$ cat config.mk
export PLATFORM = sky130hd
export DESIGN_NAME = k_gray_wptr_full_gen
export DESIGN_NICKNAME = d
export VERILOG_FILES = /design/src/rtl/k_gray_wptr_full_gen.sv
export SDC_FILE = /design/constraint.sdc
export NUM_CORES = 1
export LEC_CHECK = 0
export BUFFER_PORTS_ARGS = -buffer_cell sky130_fd_sc_hd__buf_4
export CAP_MARGIN = 20
export CORE_UTILIZATION = 56
export DETAILED_ROUTE_END_ITERATION = 6
export PLACE_DENSITY = 0.81
export SLEW_MARGIN = 20
export SYNTH_ARGS = -nofsm -noshare
export SYNTH_HDL_FRONTEND = slang
export SYNTH_SLANG_ARGS = --single-unit
$ cat constraint.sdc
create_clock -name clk -period 4.5 [get_ports clk]
set_input_delay 0.45 -clock clk [delete_from_list [all_inputs] [get_ports clk]]
set_output_delay 0.45 -clock clk [all_outputs]
set_load 0.02 [all_outputs]
$ cat src/rtl/k_gray_wptr_full_gen.sv
// Write-side pointer and flag generator for a dual-clock FIFO: binary/Gray write
// pointer, read-pointer synchroniser, registered full/almost_full and sticky overflow.
module k_gray_wptr_full_gen #(
    parameter int ADDR_W       = 4,
    parameter int SYNC_STAGES  = 2,
    parameter int AFULL_THRESH = 2
) (
    input  logic              clk,
    input  logic              rst_n,
    input  logic              inc_i,
    input  logic [ADDR_W:0]   rptr_gray_i,
    input  logic              clr_err_i,
    output logic              push_ok_o,
    output logic [ADDR_W-1:0] waddr_o,
    output logic [ADDR_W:0]   wptr_gray_o,
    output logic              full_o,
    output logic              almost_full_o,
    output logic              ovf_err_o
);
    localparam int DEPTH = 1 << ADDR_W;
    localparam logic [ADDR_W:0] AFULL_LVL = (ADDR_W+1)'(DEPTH - AFULL_THRESH);

    logic [ADDR_W:0]                   wbin_q, wbin_d;
    logic [ADDR_W:0]                   wgray_q, wgray_d;
    logic [SYNC_STAGES-1:0][ADDR_W:0]  rq_q;
    logic [ADDR_W:0]                   rq_s, rbin_s, used;
    logic                              full_q, full_d;
    logic                              afull_q, afull_d;
    logic                              ovf_q, ovf_d;
    logic                              push_ok;

    assign push_ok = inc_i & ~full_q;
    assign wbin_d  = wbin_q + {{ADDR_W{1'b0}}, push_ok};
    assign wgray_d = wbin_d ^ (wbin_d >> 1);
    assign rq_s    = rq_q[SYNC_STAGES-1];

    // Each binary bit is the XOR of all Gray bits at and above it.
    always_comb begin
        rbin_s = '0;
        for (int i = 0; i <= ADDR_W; i++)
            rbin_s[i] = ^(rq_s >> i);
    end

    assign used    = wbin_d - rbin_s;
    assign full_d  = (wgray_d == {~rq_s[ADDR_W:ADDR_W-1], rq_s[ADDR_W-2:0]});
    assign afull_d = (used >= AFULL_LVL);
    // A new overflow attempt outranks a clear on the same edge.
    assign ovf_d   = (inc_i & full_q) | (ovf_q & ~clr_err_i);

    always_ff @(posedge clk or negedge rst_n) begin
        if (!rst_n) begin
            wbin_q  <= '0;
            wgray_q <= '0;
            rq_q    <= '0;
            full_q  <= 1'b0;
            afull_q <= 1'b0;
            ovf_q   <= 1'b0;
        end else begin
            wbin_q  <= wbin_d;
            wgray_q <= wgray_d;
            rq_q[0] <= rptr_gray_i;
            for (int i = 1; i < SYNC_STAGES; i++)
                rq_q[i] <= rq_q[i-1];
            full_q  <= full_d;
            afull_q <= afull_d;
            ovf_q   <= ovf_d;
        end
    end

    assign push_ok_o     = push_ok;
    assign waddr_o       = wbin_q[ADDR_W-1:0];
    assign wptr_gray_o   = wgray_q;
    assign full_o        = full_q;
    assign almost_full_o = afull_q;
    assign ovf_err_o     = ovf_q;
endmodule

== After elaboration in Yosys (flattened, before gate mapping) ==
Cells that the tools add are included.

* $lt $le $gt $ge: 1
* Shift-type cells: 0
* Reduce and logical (&&, ||, !) cells: 5
* Divide/modulo/power cells: 0
* Multiply operators: 0
* Eq/ne operators: 1
* Bitwise gates (word level): 8
* Multiplexer cells: 0
* $add $sub $neg: 2

{| class="wikitable"
|+ Operators with widths
! cell !! count
|-
| 5-bit XOR reduction || 5
|-
| 5-bit by 1-bit adder with 5-bit output || 1
|-
| 5-bit == test || 1
|-
| 5-bit by 4-bit greater-or-equal comparator with 1-bit output, second input constant || 1
|-
| 5-bit subtractor || 1
|-
| 5-bit by 4-bit XOR with 5-bit output || 1
|-
| 1-bit bitwise AND || 3
|-
| 1-bit inverter || 2
|-
| 2-bit inverter || 1
|-
| 1-bit OR || 1
|}

* Output and inout bits: 13
* Input port bits: 9
* Bits in writable memories: 0
* Latch bits: 0
* Bits in registers: 23
* Memory bits (read-only): 0
* Logic and storage cells: 24
* Memories: 0

== Depth between registers and ports, before layout ==
Gate-level depths: netlist of the first run.

* Word-level depth: 5
* Depth in mapped cells: 10
* Depth with buffers taken out: 10

== Least setup slack after synthesis of the first run ==
Ideal clock, no wire load.

* Kind: register to register
* Start point: register full_q (netlist: full_o)
* End point: register afull_q (netlist: almost_full_o)
* Data required time: 4.384 ns
* Setup time: 0.116 ns
* Slack: 1.801 ns
* Clock period less this slack: 2.699 ns
* Cell stages (with the launch flop): 9
* Buffers on the path: 0
* Data arrival time: 2.583 ns
* Cells stage by stage: dfrtp_1 nor2b_1 ha_1 ha_1 xor2_1 ha_1 nor2b_1 or3_1 o311ai_0

* Cells in the longest elaborated chain, start to end: 5

{| class="wikitable"
|+ RTL lines
! element !! RTL line !! text
|-
| start: declaration || 27 || <nowiki>logic full_q, full_d;</nowiki>
|-
| start signal: assignment || 64 || <nowiki>full_q <= full_d;</nowiki>
|-
| 1-bit inverter || 32 || <nowiki>assign push_ok = inc_i & ~full_q;</nowiki>
|-
| 1-bit bitwise AND || 32 ||
|-
| via push_ok_o || 13 || <nowiki>output logic push_ok_o,</nowiki>
|-
| 5-bit by 1-bit adder with 5-bit output || 33 || <nowiki>assign wbin_d = wbin_q + {{ADDR_W{1'b0}}, push_ok};</nowiki>
|-
| via wbin_d[2] || 23 || <nowiki>logic [ADDR_W:0] wbin_q, wbin_d;</nowiki>
|-
| 5-bit subtractor || 44 || <nowiki>assign used = wbin_d - rbin_s;</nowiki>
|-
| 5-bit by 4-bit greater-or-equal comparator with 1-bit output || 46 || <nowiki>assign afull_d = (used >= AFULL_LVL);</nowiki>
|-
| via afull_d || 28 || <nowiki>logic afull_q, afull_d;</nowiki>
|-
| end signal: assignment || 65 || <nowiki>afull_q <= afull_d;</nowiki>
|-
| end: declaration || 28 ||
|}

The timed path passes the listed nets, and every way through them passes these cells.

== Final worst setup path of the first run ==
* Start point: register rq_q (netlist bit rq_s[3])
* End point: register afull_q (netlist: almost_full_o)

* Cells in the longest elaborated chain, start to end: 3
* Elaborated cells between the ends (all ways): 6
* Classes of those cells: add/sub: 1; order compare: 1; reduce/logical: 4

{| class="wikitable"
|+ RTL lines
! element !! RTL line !! text
|-
| start: declaration || 25 || <nowiki>logic [SYNC_STAGES-1:0][ADDR_W:0] rq_q;</nowiki>
|-
| start signal: indexed assignment || 63 || <nowiki>rq_q[i] <= rq_q[i-1];</nowiki>
|-
| 5-bit XOR reduction || 41 || <nowiki>rbin_s[i] = ^(rq_s >> i);</nowiki>
|-
| 5-bit subtractor * || 44 ||
|-
| 5-bit by 4-bit greater-or-equal comparator with 1-bit output * || 46 ||
|-
| via afull_d || 28 ||
|}

The timed path passes the listed nets; every way through them passes the cells marked *.

==> metrics.txt, run 1 <==
status=finished clean; commonest non-fill, non-tap cell in the layout=dfrtp_1; post-synthesis cell area=1051 um^2; met1 usage=23.67%; Worst-path clk slew=120 ps; simple-gate portion of the synthesized area=9.762%; Final setup viols=0; H-Tree Depth=1; Place WS=1743 ps; ant diodes=0; Rows=15; total track usage=19.30%; Core Area=1745 um^2; Pre-antenna DRT Iters=2; number of global-route vias before repair=690; switching pwr=0.3964 mW; Die Width=45.32 um; Comb power frac=55.1%; vias per inst=5.061; Ys Warns=0; Worst setup EP type=flip-flop; sw frac=38.84%; DP HPWL=1342 um; period utilisation layout=62.40%; worst-margin pin slew=331.6 ps; initial antenna violation count=0; post-route cell area=1289 um^2; Yosys top cell area share=52.38%; CTS tree=yes; # resized after CTS=0; Compound-Gate Fraction of Synth Area=7.262%; post-synthesis mux area share=0%; FMAX=356.1 MHz; slowest stage delay, CP=420 ps; WP data arrival=3000 ps; main area contributors after synthesis=dfrtp_1 (52%), xnor2_1 (7.5%), ha_1 (7.1%), xor2_1 (5.0%), xnor3_1 (4.3%); Synth Area in Adders=9.048%; Final Non-Filler Cells=131; crit path kind=reg2reg; Internal=0.6240 mW; Placed Area=1236 um^2; Placed Cells incl. Taps=127; clk_skew=2.477 ps; drc violations=0; Longest Clk Path Bufs=2; Area Overhead vs Synth=22.62%; dominant cell type by area after synthesis=dfrtp_1; drt total wl=1742 um; CTS Buf Count=3; routability cong.=0.7762; register area share after synthesis=52.38%; post-synthesis xor/xnor area fraction=19.05%; commonest non-fill, non-tap cells in the layout=dfrtp_1 (22), buf_4 (21), xnor2_1 (9); Most Crowded Layer GR=met2; Worst Path Buf+Inv=0; via count=663; Layout Nets=123; critical path's top delay family=XOR/XNOR gates; Post-Syn Instances=82; worst skew pair latency=300 ps; flops & latches, synth=22; Die Area=2054 um^2; max-cap viol count=0; crit path launch type=flip-flop; per-cell routed wire length=13.30 um; average cell area after synthesis=12.82 um^2; DR iter-0 viols=7; die height=45.32 um; Slew Limit Fails=0; Clock power frac=14.5%; syn_nets=98; gr ovfl total=0; Initial Util=60.22%; P per Cell Area=791.8 nW/um^2; WP data required=4700 ps; final hold violations=0; critical path peak fanout=3; post-route setup slack=1692 ps; first-pass GRT wire length=2829 um; setup_tns=0 ps; largest family of logic cells by synthesized area=XOR/XNOR gates; CP max stage cell=dfrtp_1; antenna-violating nets left=0; Leak=0.6199 nW; Root Buffer=clkbuf_4; RSZ-0062 raised after global routing=no; post-CTS setup buffer count=0; Netlist cell types=26; Hold-fix buffers, CTS=0; peak supply drop=395.6 uV; Period minus WS final=2808 ps; Port Buffer Count=21; largest net degree at the start of global routing=23; register share of total power=30.3%; worst-path cell chain=xnor2_1 -> xor2_1 -> xor2_1 -> xnor2_1 -> ha_1 -> fa_1 -> nor2b_1 -> or3_1 -> o311ai_0; met3 Use GR=2.800%; met2 usage=36.23%; clock sink count=22; Relative slew margins=77.69%; IO Pins=22; share of cells above drive strength 1=25.47%; Hold WC Path Type=in2async
worst reg2reg max path, stage by stage (launching register included):
cell,delay (ps)
dfrtp_1,420
xnor2_1,250
xor2_1,270
xor2_1,320
xnor2_1,110
ha_1,230
fa_1,390
nor2b_1,130
or3_1,300
o311ai_0,280
cell usage after synthesis:
library cell  instances
o21ai_0               3
xor3_1                1
nor2b_1               6
nor3b_1               1
and3_2                1
o311ai_0              1
or4_1                 1
or3_1                 2
inv_1                 6
nor3_1                1
nand2b_1              1
a21boi_0              2
ha_1                  6
a211o_1               1
xnor3_1               2
nand2_1               1
a21o_1                1
o31ai_1               1
clkbuf_1              1
a21oi_1               1
xor2_1                6
dfrtp_1              22
xnor2_1               9
nand3_1               3
fa_1                  1
a21oi_2               1
flip-flops by register name, indices dropped and copies added (netlist names):
register,count
rq_q,5
rq_s,5
wbin_q,5
wptr_gray_o,4
almost_full_o,1
full_o,1
ovf_err_o,1
layer usage:
metal  wire, um  vias to the layer above
li1           -                      323
met1        753                      322
met2        925                       18
met5          0                        -
met3         63                        0
met4          0                        0
final cells by class:
type / count / area [um^2]
clock inverter: 1 / 30.03
tap: 25 / 31.28
multi-input combinational: 53 / 474.2
timing repair buffer: 21 / 157.7
inverter: 6 / 22.52
sequential: 22 / 550.5
clock buffer: 3 / 22.52
fill: 131 / 456.7
kinds of logic after synthesis:
| kind of cell | Yosys count |
|---|---|
| AOI/OAI and AO/OA | 11 |
| adders and majority gates | 7 |
| DFF | 22 |
| xor gates and xnor gates | 18 |
| buffers and inverters | 7 |
| and+or+nand+nor | 17 |
power groups by stage:
stage                     registers [mW]  logic [mW]  clock network (mW)
final                              0.309       0.563               0.148
after global routing               0.319       0.616               0.157
after CTS                          0.311       0.565               0.150
after detailed placement           0.315       0.560                   0
after global placement             0.311       0.534                   0
after floorplan                    0.364       0.344                   0
final timing paths:
kind | start | cells after the start | end | slack (ps)
min in group clk | rptr_gray_i[2] | 1 | rq_q[2] | 240
min | rst_n | 1 | wbin_q[3] | 8
max reg2reg | rq_s[3] | 9 | almost_full_o | 1690
min reg2reg | rq_q[1] | 0 | rq_s[1] | 370
max in group asynchronous | rst_n | 1 | rq_s[4] | 4270
max | rq_s[3] | 9 | almost_full_o | 1690
metrics by stage:
step	utilization, %	power, mW	hold slack, ps
2_1_floorplan	-	0.7071	154.4
6_report	73.84	1.020	8.002
5_1_grt	73.84	1.091	18.49
4_1_cts	73.84	1.026	16.28
3_5_place_dp	70.82	0.8744	337.3
3_3_place_gp	70.82	0.8456	332.1
No activity file was read; power rests on OpenSTA's default activity.
==> inputs of run 2 (changes only) <==
--- a/config.mk
+++ b/config.mk
@@ -7,9 +7,9 @@
 export LEC_CHECK = 0
 export BUFFER_PORTS_ARGS = -buffer_cell sky130_fd_sc_hd__buf_4
 export CAP_MARGIN = 20
-export CORE_UTILIZATION = 56
+export CORE_UTILIZATION = 47
 export DETAILED_ROUTE_END_ITERATION = 6
-export PLACE_DENSITY = 0.81
+export PLACE_DENSITY = 0.73
 export SLEW_MARGIN = 20
 export SYNTH_ARGS = -nofsm -noshare
 export SYNTH_HDL_FRONTEND = slang
==> constraint.sdc (replaced) <==
create_clock -name clk -period 2.3 [get_ports clk]
set_input_delay 0.23 -clock clk [delete_from_list [all_inputs] [get_ports clk]]
set_output_delay 0.23 -clock clk [all_outputs]
set_load 0.02 [all_outputs]
==> run 2 against run 1 <==
  * Power up 95%
  * Critical endpoint unchanged
  * The flow now finishes with violations (setup timing)
  * Register-to-register slack got worse by 2000 ps
  * Hold slack improved by 20 ps
  * Flip-flop and latch count did not move
  * Largest cell class unchanged
  * Final cell count up 11%
  * Die area increased by 18%
  * Clock skew increased by 5.4 ps
  * Via count grew 11%
  * Sequential share of layout area down 3.3 points
==> metrics.txt, run 2 (same netlist as run 1, synthesis figures left out) <==
CP max stage cell=dfrtp_1; Place WS=-283.5 ps; Internal=1.208 mW; largest net degree at the start of global routing=23; gr ovfl total=0; Core Area=2022 um^2; Worst-path clk slew=120 ps; WP data required=2500 ps; H-Tree Depth=1; total power=1.993 mW; commonest non-fill, non-tap cells in the layout=buf_4 (33), dfrtp_1 (22), xnor2_1 (8), xor2_1 (6), inv_1 (6); CTS Buf Count=3; period utilisation layout=112.1%; Leak=0.6833 nW; DR iter-0 viols=4; WP data arrival=2770 ps; Root Buffer=clkbuf_4; first-pass GRT wire length=3332 um; drt total wl=1970 um; post-route setup slack=-278.7 ps; worst-path cell chain=xnor2_2 -> xor2_1 -> xor2_1 -> xnor2_1 -> ha_2 -> fa_1 -> or3_1 -> o311ai_1; worst skew pair latency=300 ps; crit path launch type=flip-flop; register share of total power=30.6%; DP HPWL=1496 um; Fillers=150; critical path peak fanout=2; Slew Limit Fails=0; Hold WC Path Type=in2reg; status=finished with violations; switching pwr=0.7850 mW; IO Pins=22; violations in the final reports=setup timing; routability cong.=0.8189; FMAX=387.8 MHz; Relative slew margins=76.31%; per-cell routed wire length=13.49 um; sw frac=39.40%; drc violations=0; Worst Path Buf+Inv=0; Longest Clk Path Bufs=2; Rows=16; Pre-antenna DRT Iters=4; Die Area=2430 um^2; vias per inst=5.021; clock sink count=22; Clock power frac=10.5%; RSZ-0062 raised after global routing=yes; CTS tree=yes; Layout Utilization=69.00%; critical path's top delay family=XOR/XNOR gates; worst-margin pin slew=352.2 ps; Final setup viols=1; Initial Util=51.98%; Area Overhead vs Synth=32.74%; initial antenna violation count=0; most frequent CP cell=xor2_1; Layout Nets=136; Period minus WS final=2579 ps; ant diodes=0; commonest non-fill, non-tap cell in the layout=buf_4; die height=49.29 um; Die Width=49.29 um; post-route cell area=1395 um^2; via count=733; total track usage=18.50%; final hold violations=0; share of cells above drive strength 1=36.13%; number of global-route vias before repair=792; antenna-violating nets left=0; Port Buffer Count=21; peak supply drop=793.6 uV; Worst setup EP type=flip-flop; max-cap viol count=0; crit path kind=reg2reg; Hold Slack=28.25 ps; slowest stage delay, CP=440 ps; clk_skew=7.902 ps; P per Cell Area=1428 nW/um^2; Comb power frac=58.9%; Placed Area=1321 um^2
run 2: cell type report:
cell class	instances	area (um^2)	area share [%]
flip-flops and latches	22	550.5	39.46
clock buffers	4	36.28	2.601
inverters	6	22.52	1.614
repair buffers	34	257.7	18.48
well taps	27	33.78	2.422
multi-input cells	53	494.2	35.43
run 2: final timing paths:
path,from,to,slack [ps],depth (start not counted)
setup / recovery,rq_s[3],almost_full_o,-280,8
hold reg to reg,rq_q[1],rq_s[1],360,0
max in group asynchronous,rst_n,rq_s[1],1740,2
min in group asynchronous,rst_n,wptr_gray_o[0],340,2
setup reg to reg,rq_s[3],almost_full_o,-280,8
hold / removal,rptr_gray_i[3],rq_q[3],30,1
run 2: layer usage:
layer  wire [um]  GRT usage [%]
met2        1116          36.07
met4          14          4.412
met1         784          19.92
met5           0              0
met3          54          3.738
run 2: repair_timing:
action,in CTS,in global routing
pin swaps,1,4
gates cloned,0,0
setup endpoints to repair,1,2
buffers inserted,2,1
resized for setup,0,2
endpoints found under the hold margin,22,0
hold buffers,1,0
run 2: metrics by stage:
stage | cells | TNS [ps]
4_1_cts | 145 | -276.9
5_1_grt | 146 | -405.5
3_5_place_dp | 138 | -283.5
2_1_floorplan | 82 | -235.2
6_report | 146 | -278.7
3_3_place_gp | 138 | -157.8
run 2: power by group through the flow:
stage / logic [mW] / clock network [mW] / registers [mW]
after floorplan: 0.685 / 0 / 0.714
after global placement: 1.12 / 0 / 0.612
after detailed placement: 1.15 / 0 / 0.617
after CTS: 1.17 / 0.217 / 0.611
after global routing: 1.29 / 0.236 / 0.627
final: 1.17 / 0.209 / 0.610
run 2: worst register-to-register path: stages, from the launching register on:
cell	delay, ps
dfrtp_1	440
xnor2_2	170
xor2_1	250
xor2_1	240
xnor2_1	150
ha_2	220
fa_1	400
or3_1	370
o311ai_1	250
==> inputs of run 3 (changes only) <==
--- a/config.mk
+++ b/config.mk
@@ -10,6 +10,7 @@
 export CORE_UTILIZATION = 47
 export DETAILED_ROUTE_END_ITERATION = 6
 export PLACE_DENSITY = 0.73
+export SKIP_CTS_REPAIR_TIMING = 1
 export SLEW_MARGIN = 20
 export SYNTH_ARGS = -nofsm -noshare
 export SYNTH_HDL_FRONTEND = slang
==> run 3 against run 2 <==
  * The flow still finishes with violations (setup timing)
  * Setup slack lost 14 ps
  * Final cell count unchanged
  * Utilization did not move
  * Maximum frequency shrank 0.52%
  * Sequential share of layout area unchanged
  * Register-to-register slack hardly changed
  * Sequential power hardly changed
  * Power about the same
  * Die area unchanged
  * Combinational power about the same
  * Global-route usage fell by 0.067 points
  * Via count decreased by 0.14%
  * Largest power group unchanged
  * Highest routed layer is now met3
==> metrics.txt, run 3 (same netlist as run 1, synthesis figures left out) <==
drc violations=0; FMAX=385.8 MHz; Worst setup EP type=flip-flop; via count=732; period utilisation layout=112.7%; setup_tns=-292.2 ps; Worst Path Buf+Inv=3; clk_skew=8.110 ps; max-cap viol count=0; critical path peak fanout=2; violations in the final reports=setup timing; first-pass GRT wire length=3318 um; P per Cell Area=1430 nW/um^2; Final setup viols=1; initial antenna violation count=0; Rows=16; WP data required=2500 ps; CP Depth=10; Fillers=153; Worst-path clk slew=120 ps; worst skew pair latency=300 ps; total power=1.994 mW; share of cells above drive strength 1=36.13%; status=finished with violations; FF-to-FF path depth=10; number of global-route vias before repair=790; WP data arrival=2790 ps; IO Pins=22; Layout Nets=136; RSZ-0062 raised after global routing=yes; post-route setup slack=-292.2 ps; worst-path cell chain=xnor2_2 -> xor2_1 -> xor2_1 -> buf_4 -> buf_4 -> inv_1 -> fa_1 -> nor2b_1 -> or3_1 -> o311ai_1; CTS Buf Count=3; antenna-violating nets left=0; Relative slew margins=76.31%; Leak=0.6833 nW; drt total wl=2002 um; slowest stage delay, CP=430 ps; Slew Limit Fails=0; commonest non-fill, non-tap cells in the layout=buf_4 (33), dfrtp_1 (22), xnor2_1 (8), xor2_1 (6), inv_1 (6); peak supply drop=794.9 uV; CP max stage cell=dfrtp_1; Die Area=2430 um^2; total track usage=18.44%; Core Area=2022 um^2; Area Overhead vs Synth=32.74%; H-Tree Depth=1; Pre-antenna DRT Iters=4; commonest non-fill, non-tap cell in the layout=buf_4; Port Buffer Count=21; crit path kind=reg2reg; DR iter-0 viols=7; Hold Path Depth=1; Longest Clk Path Bufs=2; Root Buffer=clkbuf_4; vias per inst=5.014; gr ovfl total=0; DP HPWL=1496 um; worst-margin pin slew=352.2 ps; final hold violations=0; Period minus WS final=2592 ps; largest net degree at the start of global routing=23; Hold Slack=28.08 ps; clock sink count=22; ant diodes=0; per-cell routed wire length=13.71 um; critical path's top delay family=XOR/XNOR gates; crit path launch type=flip-flop; CTS tree=yes; die height=49.29 um; Initial Util=51.98%; routability cong.=0.8189; Die Width=49.29 um; Hold WC Path Type=in2reg
## run 3: metal layers
layer  GRT usage [%]  wire, um  share of wire (%)
met5               0         0                  0
met4           4.412         0                  0
met3           3.738        54                2.7
met2           36.07      1147                 57
met1           19.72       800                 40
## run 3: area by class of cell
type | instances | area [um^2] | area share (%)
inverters | 6 | 22.52 | 1.614
multi-input cells | 53 | 494.2 | 35.43
clock buffers | 4 | 36.28 | 2.601
well taps | 27 | 33.78 | 2.422
repair buffers | 34 | 257.7 | 18.48
flip-flops and latches | 22 | 550.5 | 39.46
## run 3: power by group
group / internal [mW] / switching [mW]
Sequential: 0.505 / 0.105
Clock: 0.0964 / 0.113
Combinational: 0.607 / 0.568
Total: 1.21 / 0.786
## run 3: path summary, 6_finish.rpt
path	from	end	slack, ps
setup / recovery	rq_s[3]	almost_full_o	-290
hold / removal	rptr_gray_i[3]	rq_q[3]	30
setup reg to reg	rq_s[3]	almost_full_o	-290
hold reg to reg	rq_q[1]	rq_s[1]	360
max in group asynchronous	rst_n	rq_s[1]	1740
min in group asynchronous	rst_n	wptr_gray_o[0]	340
## run 3: stage by stage
stage               util, %  setup slack, ps  instances  area (um^2)
floorplan                 -           -166.2         82         1066
CTS                   67.14           -314.4        142         1358
global route          69.00           -387.9        146         1395
global placement      65.35           -157.8        138         1321
finish                69.00           -292.2        146         1395
detailed placement    65.35           -283.5        138         1321
